**config.mk**
```make
export PLATFORM = sky130hd
export DESIGN_NAME = rr_arbiter3
export DESIGN_NICKNAME = d
export VERILOG_FILES = /design/src/rtl/rr_arbiter3_pkg.sv /design/src/rtl/rr_arbiter3_prio_enc3.sv /design/src/rtl/rr_arbiter3.sv
export SDC_FILE = /design/constraint.sdc
export NUM_CORES = 1
export LEC_CHECK = 0
export BUFFER_PORTS_ARGS = -buffer_cell sky130_fd_sc_hd__buf_2
export CORE_ASPECT_RATIO = 1.5
export CORE_UTILIZATION = 30
export CTS_CLUSTER_DIAMETER = 60
export DETAILED_ROUTE_END_ITERATION = 10
export RECOVER_POWER = 50
export SYNTH_ARGS = -nofsm -noshare
export SYNTH_HDL_FRONTEND = slang
export SYNTH_HIERARCHICAL = 1
export SYNTH_SLANG_ARGS = --single-unit
```
**constraint.sdc**
```tcl
create_clock -name clk -period 3.5 [get_ports clk]
set_input_delay 0.7 -clock clk [delete_from_list [all_inputs] [get_ports clk]]
set_output_delay 0.7 -clock clk [all_outputs]
set_load 0.02 [all_outputs]
```
**src/rtl/rr_arbiter3_pkg.sv**
```systemverilog
// Shared types and helpers for the three-requester arbiter.
// Latency: none (declarations and pure functions only).
// Backpressure: not applicable.
package rr_arbiter3_pkg;

  typedef enum logic [1:0] {
    ST_IDLE = 2'b00,
    ST_OWN  = 2'b01,
    ST_GAP  = 2'b10
  } state_t;

  localparam logic [1:0] CODE_NONE = 2'b00;
  localparam logic [1:0] CODE_R0   = 2'b01;
  localparam logic [1:0] CODE_R1   = 2'b10;
  localparam logic [1:0] CODE_R2   = 2'b11;

  // Expand an owner code into the one-hot grant vector.
  function automatic logic [2:0] code_to_gnt(input logic [1:0] code);
    logic [2:0] g;
    case (code)
      CODE_R0: g = 3'b001;
      CODE_R1: g = 3'b010;
      CODE_R2: g = 3'b100;
      default: g = 3'b000;
    endcase
    return g;
  endfunction

  // Requester index (0..2) of an owner code; CODE_NONE maps to 0.
  function automatic logic [1:0] code_to_idx(input logic [1:0] code);
    logic [1:0] i;
    case (code)
      CODE_R1: i = 2'd1;
      CODE_R2: i = 2'd2;
      default: i = 2'd0;
    endcase
    return i;
  endfunction

endpackage

```
**src/rtl/rr_arbiter3_prio_enc3.sv**
```systemverilog
// Fixed-priority encoder: bit 2 highest, returns owner code (11/10/01), 00 if idle.
// Latency: purely combinational.
// Backpressure: not applicable.
module prio_enc3
  import rr_arbiter3_pkg::*;
(
  input  logic [2:0] in,
  output logic [1:0] code
);

  // Highest set bit wins.
  always_comb begin
    if (in[2])      code = CODE_R2;
    else if (in[1]) code = CODE_R1;
    else if (in[0]) code = CODE_R0;
    else            code = CODE_NONE;
  end

endmodule

```
**src/rtl/rr_arbiter3.sv**
```systemverilog
// Three-requester arbiter, fixed or round-robin, with bounded hold and a dead GAP cycle.
// Latency: grant registered one cycle after req is sampled in IDLE; min 3 cycles between grants.
// Backpressure: requests are level-held and simply wait; nothing is dropped during OWN/GAP.
module rr_arbiter3
  import rr_arbiter3_pkg::*;
#(
  parameter int MAX_HOLD = 15,
  parameter int CW       = 4
) (
  input  logic       clk,
  input  logic       rst_n,
  input  logic       mode_rr,
  input  logic [2:0] req,
  input  logic       release_i,
  output logic [2:0] gnt,
  output logic [1:0] gnt_code,
  output logic       busy,
  output logic       timeout
);

  state_t        state;
  state_t        state_nxt;
  logic [CW-1:0] hold_cnt;
  logic [CW-1:0] hold_cnt_nxt;
  logic [1:0]    last_owner;
  logic [1:0]    last_owner_nxt;
  logic [1:0]    gnt_code_nxt;
  logic          timeout_nxt;

  logic [1:0]    shift;
  logic [2:0]    req_rot;
  logic [1:0]    rot_code;
  logic [1:0]    win_code;
  logic [2:0]    win_sum;

  logic          own_gone;
  logic          at_max;
  logic          exit_own;

  // Rotate requests so the requester just below last_owner lands on bit 2 in RR mode.
  always_comb begin
    shift = mode_rr ? last_owner : 2'd0;
    case (shift)
      2'd1:    req_rot = {req[0], req[2], req[1]};
      2'd2:    req_rot = {req[1], req[0], req[2]};
      default: req_rot = req;
    endcase
  end

  prio_enc3 u_enc (
    .in   (req_rot),
    .code (rot_code)
  );

  // Map the winning rotated position back to the real requester index.
  always_comb begin
    win_sum  = 3'd0;
    win_code = CODE_NONE;
    if (rot_code != CODE_NONE) begin
      win_sum = {1'b0, rot_code} - 3'd1 + {1'b0, shift};
      if (win_sum >= 3'd3) win_sum = win_sum - 3'd3;
      win_code = win_sum[1:0] + 2'd1;
    end
  end

  // OWN exit causes; timeout only reports the hold limit when it acted alone.
  always_comb begin
    own_gone = ~|(gnt & req);
    at_max   = (hold_cnt == CW'(MAX_HOLD - 1));
    exit_own = release_i | own_gone | at_max;
  end

  // State register.
  always_ff @(posedge clk or negedge rst_n) begin
    if (!rst_n) state <= ST_IDLE;
    else        state <= state_nxt;
  end

  // Next-state logic.
  always_comb begin
    state_nxt = state;
    case (state)
      ST_IDLE: if (|req)    state_nxt = ST_OWN;
      ST_OWN:  if (exit_own) state_nxt = ST_GAP;
      ST_GAP:               state_nxt = ST_IDLE;
      default:              state_nxt = ST_IDLE;
    endcase
  end

  // Next values for the grant, hold counter, rotation pointer and timeout pulse.
  always_comb begin
    gnt_code_nxt   = gnt_code;
    hold_cnt_nxt   = hold_cnt;
    last_owner_nxt = last_owner;
    timeout_nxt    = 1'b0;
    case (state)
      ST_IDLE: begin
        gnt_code_nxt = (|req) ? win_code : CODE_NONE;
        hold_cnt_nxt = '0;
      end
      ST_OWN: begin
        if (exit_own) begin
          gnt_code_nxt   = CODE_NONE;
          last_owner_nxt = code_to_idx(gnt_code);
          timeout_nxt    = at_max & ~release_i & ~own_gone;
        end else begin
          hold_cnt_nxt = hold_cnt + CW'(1);
        end
      end
      default: gnt_code_nxt = CODE_NONE;
    endcase
  end

  // Output and datapath registers.
  always_ff @(posedge clk or negedge rst_n) begin
    if (!rst_n) begin
      gnt        <= 3'b000;
      gnt_code   <= CODE_NONE;
      busy       <= 1'b0;
      timeout    <= 1'b0;
      hold_cnt   <= '0;
      last_owner <= 2'd0;
    end else begin
      gnt        <= code_to_gnt(gnt_code_nxt);
      gnt_code   <= gnt_code_nxt;
      busy       <= (state_nxt != ST_IDLE);
      timeout    <= timeout_nxt;
      hold_cnt   <= hold_cnt_nxt;
      last_owner <= last_owner_nxt;
    end
  end

endmodule

```
* Word-level counts from Yosys, hierarchy flattened
Index checks and enable logic that the tools add are counted.
Widths: inputs -> output; s select.
** Word-level totals
- Bits in registers :: 15
- Bits of input ports :: 7
- Output and inout port bits :: 7
- Logic and storage cells :: 58
** Cells by class
- $lt $le $gt $ge :: 1
- Add/sub/neg operators :: 5
- Multiplexer cells :: 20
- Reduce and logical (&&, ||, !) cells :: 9
- Eq/ne operators :: 10
- Bitwise logic cells :: 6
** Operators by type and width (number)
- $mux 2 :: 10
- $pmux 2 s2 :: 3
- $eq 2x2->1 const B :: 5
- $pmux 3 s3 :: 1
- $pmux 4 s2 :: 1
- $eq 2x1->1 const B :: 3
- $pmux 3 s2 :: 1
- $reduce_bool 2->1 :: 3
- $reduce_or 3->1 :: 2
- $add 4x1->4 const B :: 1
- $eq 4x4->1 const B :: 1
- $mux 4 :: 1
- $reduce_and 2->1 :: 2
- $add 3x2->3 :: 1
- $and 3x3->3 :: 1
- $ge 3x2->1 const B :: 1
- $mux 1 :: 3
- $sub 2x1->3 const B :: 1
- $add 2x1->2 const B :: 1
- $and 1x1->1 :: 2
- $logic_not 2->1 :: 1
- $ne 2x2->1 const B :: 1
- $or 1x1->1 :: 2
- $sub 2x2->2 const B :: 1
- 2 further kinds :: 2

* Depth between registers and ports, before layout
- Depth after elaboration :: 17
- Mapped depth :: 16
- Depth with buffers taken out :: 16

* By module
The synthesis kept the hierarchy.
** By module, submodules not included
- rr_arbiter3 :: times used 1, area an instance 894.6 µm², cells each 97, seq. area each 375.4 µm²
- prio_enc3 :: times used 1, area an instance 17.5 µm², cells each 3, seq. area each 0.0 µm²

* Worst setup path after synthesis
No wires, ideal clock.
- Kind :: input to register
- Start point :: input port mode_rr
- End point :: register gnt[1]
- Data required time :: 3434 ps
- Setup time :: 66 ps
- Stages on the path :: 14
- Path slack :: 124 ps
- Path buffers :: 0
- Arrival time :: 3310 ps
- Cell sequence :: nand2_1 > inv_1 > ha_1 > a22oi_1 > o21ai_0 > or2_1 > inv_1 > ha_1 > inv_1 > ha_1 > ha_1 > or4_1 > a32oi_1 > and2_1
** Between the ends
- Elaborated cells on any way between the ends :: 22
- Classes of those cells :: add/sub (4); order compare (1); eq/ne (5); mux (11); reduce/logical (1)
** RTL lines
- start: declaration :: RTL line rr_arbiter3.sv:12 : input logic mode_rr,
- $mux 2 (*) :: RTL line rr_arbiter3.sv:42 : shift = mode_rr ? last_owner : 2'd0;
- $eq 2x2->1 / $eq 2x1->1 (equally long branches) :: RTL line rr_arbiter3.sv:43 : case (shift)
- $pmux 3 s2 (*) :: RTL line rr_arbiter3.sv:43
- named net req_rot[1] :: RTL line rr_arbiter3.sv:31 : logic [2:0] req_rot;
- $mux 2 (*) :: RTL line rr_arbiter3_prio_enc3.sv:14 : else if (in[1]) code = CODE_R1;
- $mux 2 (*) :: RTL line rr_arbiter3_prio_enc3.sv:13 : if (in[2]) code = CODE_R2;
- named net rot_code[1] :: RTL line rr_arbiter3.sv:32 : logic [1:0] rot_code;
- $sub 2x1->3 :: RTL line rr_arbiter3.sv:60 : win_sum = {1'b0, rot_code} - 3'd1 + {1'b0, shift};
- [2 not listed]
- $mux 2 :: RTL line rr_arbiter3.sv:61 : if (win_sum >= 3'd3) win_sum = win_sum - 3'd3;
- $mux 2 :: RTL line rr_arbiter3.sv:59 : if (rot_code != CODE_NONE) begin
- $add 2x1->2 :: RTL line rr_arbiter3.sv:62 : win_code = win_sum[1:0] + 2'd1;
- $mux 2 (*) :: RTL line rr_arbiter3.sv:59
- $mux 2 (*) :: RTL line rr_arbiter3.sv:98 : gnt_code_nxt = (|req) ? win_code : CODE_NONE;
- $pmux 2 s2 (*) :: RTL line rr_arbiter3.sv:96 : case (state)
- $eq 2x2->1 / $eq 2x1->1 (equally long branches) :: RTL line rr_arbiter3_pkg.sv:20 : case (code)
- $pmux 3 s3 (*) :: RTL line rr_arbiter3_pkg.sv:20
- end signal: assignment :: RTL line rr_arbiter3.sv:124 : gnt <= code_to_gnt(gnt_code_nxt);
- end: declaration :: RTL line rr_arbiter3.sv:15 : output logic [2:0] gnt,
The timed path passes the listed nets; every way through them passes the cells marked *. The select of a mux whose other input is x is not followed.
A chain may end at the register's enable or synchronous reset.

* Worst setup path after layout
Ends and elaborated chain as after synthesis.

==> flow_summary.json <==
{
  "cts_buffers": 3,
  "start_util_pct": 31.31,
  "worstPathArrival_ps": 3530,
  "synth_ff_type": "dfrtp_1",
  "required_ps": 3690,
  "post_cts_buffers": 0,
  "grt_pass1_vias": 869,
  "ys_async_sr_fraction_pct": 100.0,
  "ant_nets": 0,
  "grt_remaining_overflow": 0,
  "crit_buf_inv": 4,
  "crit_path_frequent_cell": "ha_1",
  "crit_path_start": "mode_rr",
  "layout.nets": 140,
  "drt_iter0_drc": 21,
  "cp_top_family": "simple AND/OR/NAND/NOR gates",
  "rr_startpoint": "last_owner[0]$_DFFE_PN0P_",
  "clk_path_buf_depth": 2,
  "area_growth_pct": 25.38,
  "crit_path_max_incr_delay_ps": 580,
  "cts_root_buf": "clkbuf_8",
  "die_height_um": 69.53,
  "drv_slew": 0,
  "track_usage_pct": 14.72,
  "maxCapViolations": 0,
  "irDropWorstVdd_mv": 0.2572,
  "setup_viol": 0,
  "cts_sinks": 15,
  "crit_type": "input pin to register",
  "synth_top_area_share_pct": 41.15,
  "synthCells": 100,
  "dp_hpwl_um": 1625,
  "clock_latency_ps": 250,
  "viasPerCell": 5.172,
  "power.leakage_nw": 0.5662,
  "drc_errors": 0,
  "synth_edf_count": 0,
  "end_kind": "register",
  "min_period_over_period_pct": 95.29,
  "dr_total_vias": 843,
  "fin_tns_setup_ps": 0,
  "worst-r2r-setup-slack_ps": 300,
  "numPortBuffers": 13,
  "final_util_pct": 39.26,
  "outcome": "complete, no violations",
  "synth_most_common_cell": "dfrtp_1",
  "die_w_um": 47.02,
  "crit_chain": "buf_2 -> nand2_1 -> inv_1 -> ha_1 -> nand2_1 -> o21ai_1 -> or2_1 -> inv_1 -> ha_1 -> inv_1 -> ha_1 -> ha_1 -> or4_4 -> a32oi_4 -> and2_1",
  "diodes": 0,
  "r2r_end": "gnt[1]$_DFF_PN0_",
  "cts_max_level": 1,
  "place.gp.congestion": 0.8149,
  "core_area_um2": 2913,
  "fmax_ghz": 0.2998,
  "fin_crit_ps": 3335,
  "yosysWarningCount": 6,
  "wl_um": 2036,
  "reg2reg_depth": 14,
  "avgSynthCellArea_um2": 9.121,
  "clk_pin_slew_ps": 60,
  "path_max_fanout": 6,
  "stdcell_count": 163,
  "die-area_um2": 3269,
  "synthTopCellsByArea": "dfrtp_1 41%, ha_1 11%, nand2_1 5.8%",
  "start_kind": "input pin",
  "cts_tree": "yes",
  "grt_pass1_wl_um": 3519,
  "powerDensity_nw_per_um2": 833.4,
  "rows": 24,
  "cts_hold_buf": 0,
  "ys_ff_latch": 15,
  "syn_area_um2": 912.1,
  "avgRoutedWirePerCell_um": 12.49,
  "grt_max_degree": 16,
  "dp_cells": 159,
  "netlist_top_cells_count": "15 x dfrtp_1, 14 x nand2_1, 13 x inv_1, 9 x o21ai_0, 8 x ha_1",
  "fin_hold_ws_ps": 492.8,
  "worstMarginPinSlew_ps": 776.8,
  "syn-num-nets": 115,
  "finalHoldViolCount": 0,
  "yosysTopAreaCell": "dfrtp_1",
  "drive_above_1_share_pct": 20.97,
  "io_pins": 14,
  "synth-seq-area-share_pct": 41.15,
  "fin_skew_ps": 1.894,
  "antenna_found_initial": 0,
  "yosysUniqueCellTypes": 33,
  "slew_headroom_pct": 47.56,
  "worstHoldPathType": "input pin to async pin",
  "drtPass1Iterations": 4,
  "crit_slowest_cell": "or4_4"
}
==> area by class of cell <==
class | instances | area, µm²
multi-input cells | 72 | 513.0
repair buffers | 20 | 112.6
well taps | 39 | 48.80
clock buffers | 4 | 45.04
fillers | 318 | 1769
inverters | 13 | 48.80
flip-flops and latches | 15 | 375.4
==> worst register-to-register path: stages, from the launching register on <==
cell and delay, ps:
dfrtp_1 400, nand2_1 120, inv_1 50, ha_1 330, nand2_1 90, o21ai_1 70, or2_1 230, inv_1 70
ha_1 220, inv_1 60, ha_1 240, ha_1 230, or4_4 580, a32oi_4 290, and2_1 160
==> power breakdown <==
group / switching, mW / internal, mW / leakage [nW] / total (mW)
combinational: 0.310 / 0.236 / 0.344 / 0.546
sequential: 0.0428 / 0.223 / 0.200 / 0.266
clock: 0.0610 / 0.0808 / 0.0228 / 0.142
total: 0.414 / 0.540 / 0.566 / 0.953
==> cells by family (layout without fill, tap and decap cells) <==
family / Yosys count / after routing / share of synthesized area, %
compound gates: 26 / 26 / 19.48
xor+xnor: 2 / 2 / 1.921
fa+ha+maj: 8 / 8 / 10.97
buf+inv: 13 / 37 / 5.350
flops: 15 / 15 / 41.15
simple gates: 36 / 36 / 21.13
==> timing repair <==
action	CTS	global route
endpoints found under the setup margin	0	3
gates resized for setup	0	6
endpoints found under the hold margin	0	0
==> worst max path at each step <==
stage	end	slack (ps)	cells past startpoint
global placement	gnt[1]$_DFF_PN0_	-130	14
finish	gnt[1]$_DFF_PN0_	160	15
global route	gnt[1]$_DFF_PN0_	-6	15
detailed placement	gnt[1]$_DFF_PN0_	-220	15
floorplan	gnt[1]$_DFF_PN0_	120	14
CTS	gnt[1]$_DFF_PN0_	30	15
==> flip-flops by register name, summed over array words and instances (netlist names) <==
| signal | flops |
|---|---|
| gnt_code | 2 |
| timeout | 1 |
| busy | 1 |
| hold_cnt | 4 |
| gnt | 3 |
| last_owner | 2 |
| state | 2 |
==> layer usage <==
layer	share of wire, %	global-route usage [%]
met5	0	0
met3	3.0	2.083
met4	2.7	8.571
met2	53	25.00
met1	41	16.14
==> per-stage QoR <==
step / area, µm² / power (mW) / worst slack, ps
after floorplan: 912.1 / 0.6012 / 123.9
after detailed placement: 1079 / 0.7747 / -216.3
after global routing: 1144 / 1.036 / -6.164
after global placement: 1079 / 0.7559 / -125.1
after CTS: 1124 / 0.9208 / 33.99
final: 1144 / 0.9531 / 165.0
==> cells in the final DEF (no fill, tap or decap), drive strengths merged, types with 3 or more instances in the layout <==
master and n:
a22oi 3, buf 16, clkbuf 8, dfrtp 15, ha 8, inv 13
nand2 14, nand3 3, nor2 4, o21ai 9
No activity file was read; power rests on OpenSTA's default activity.
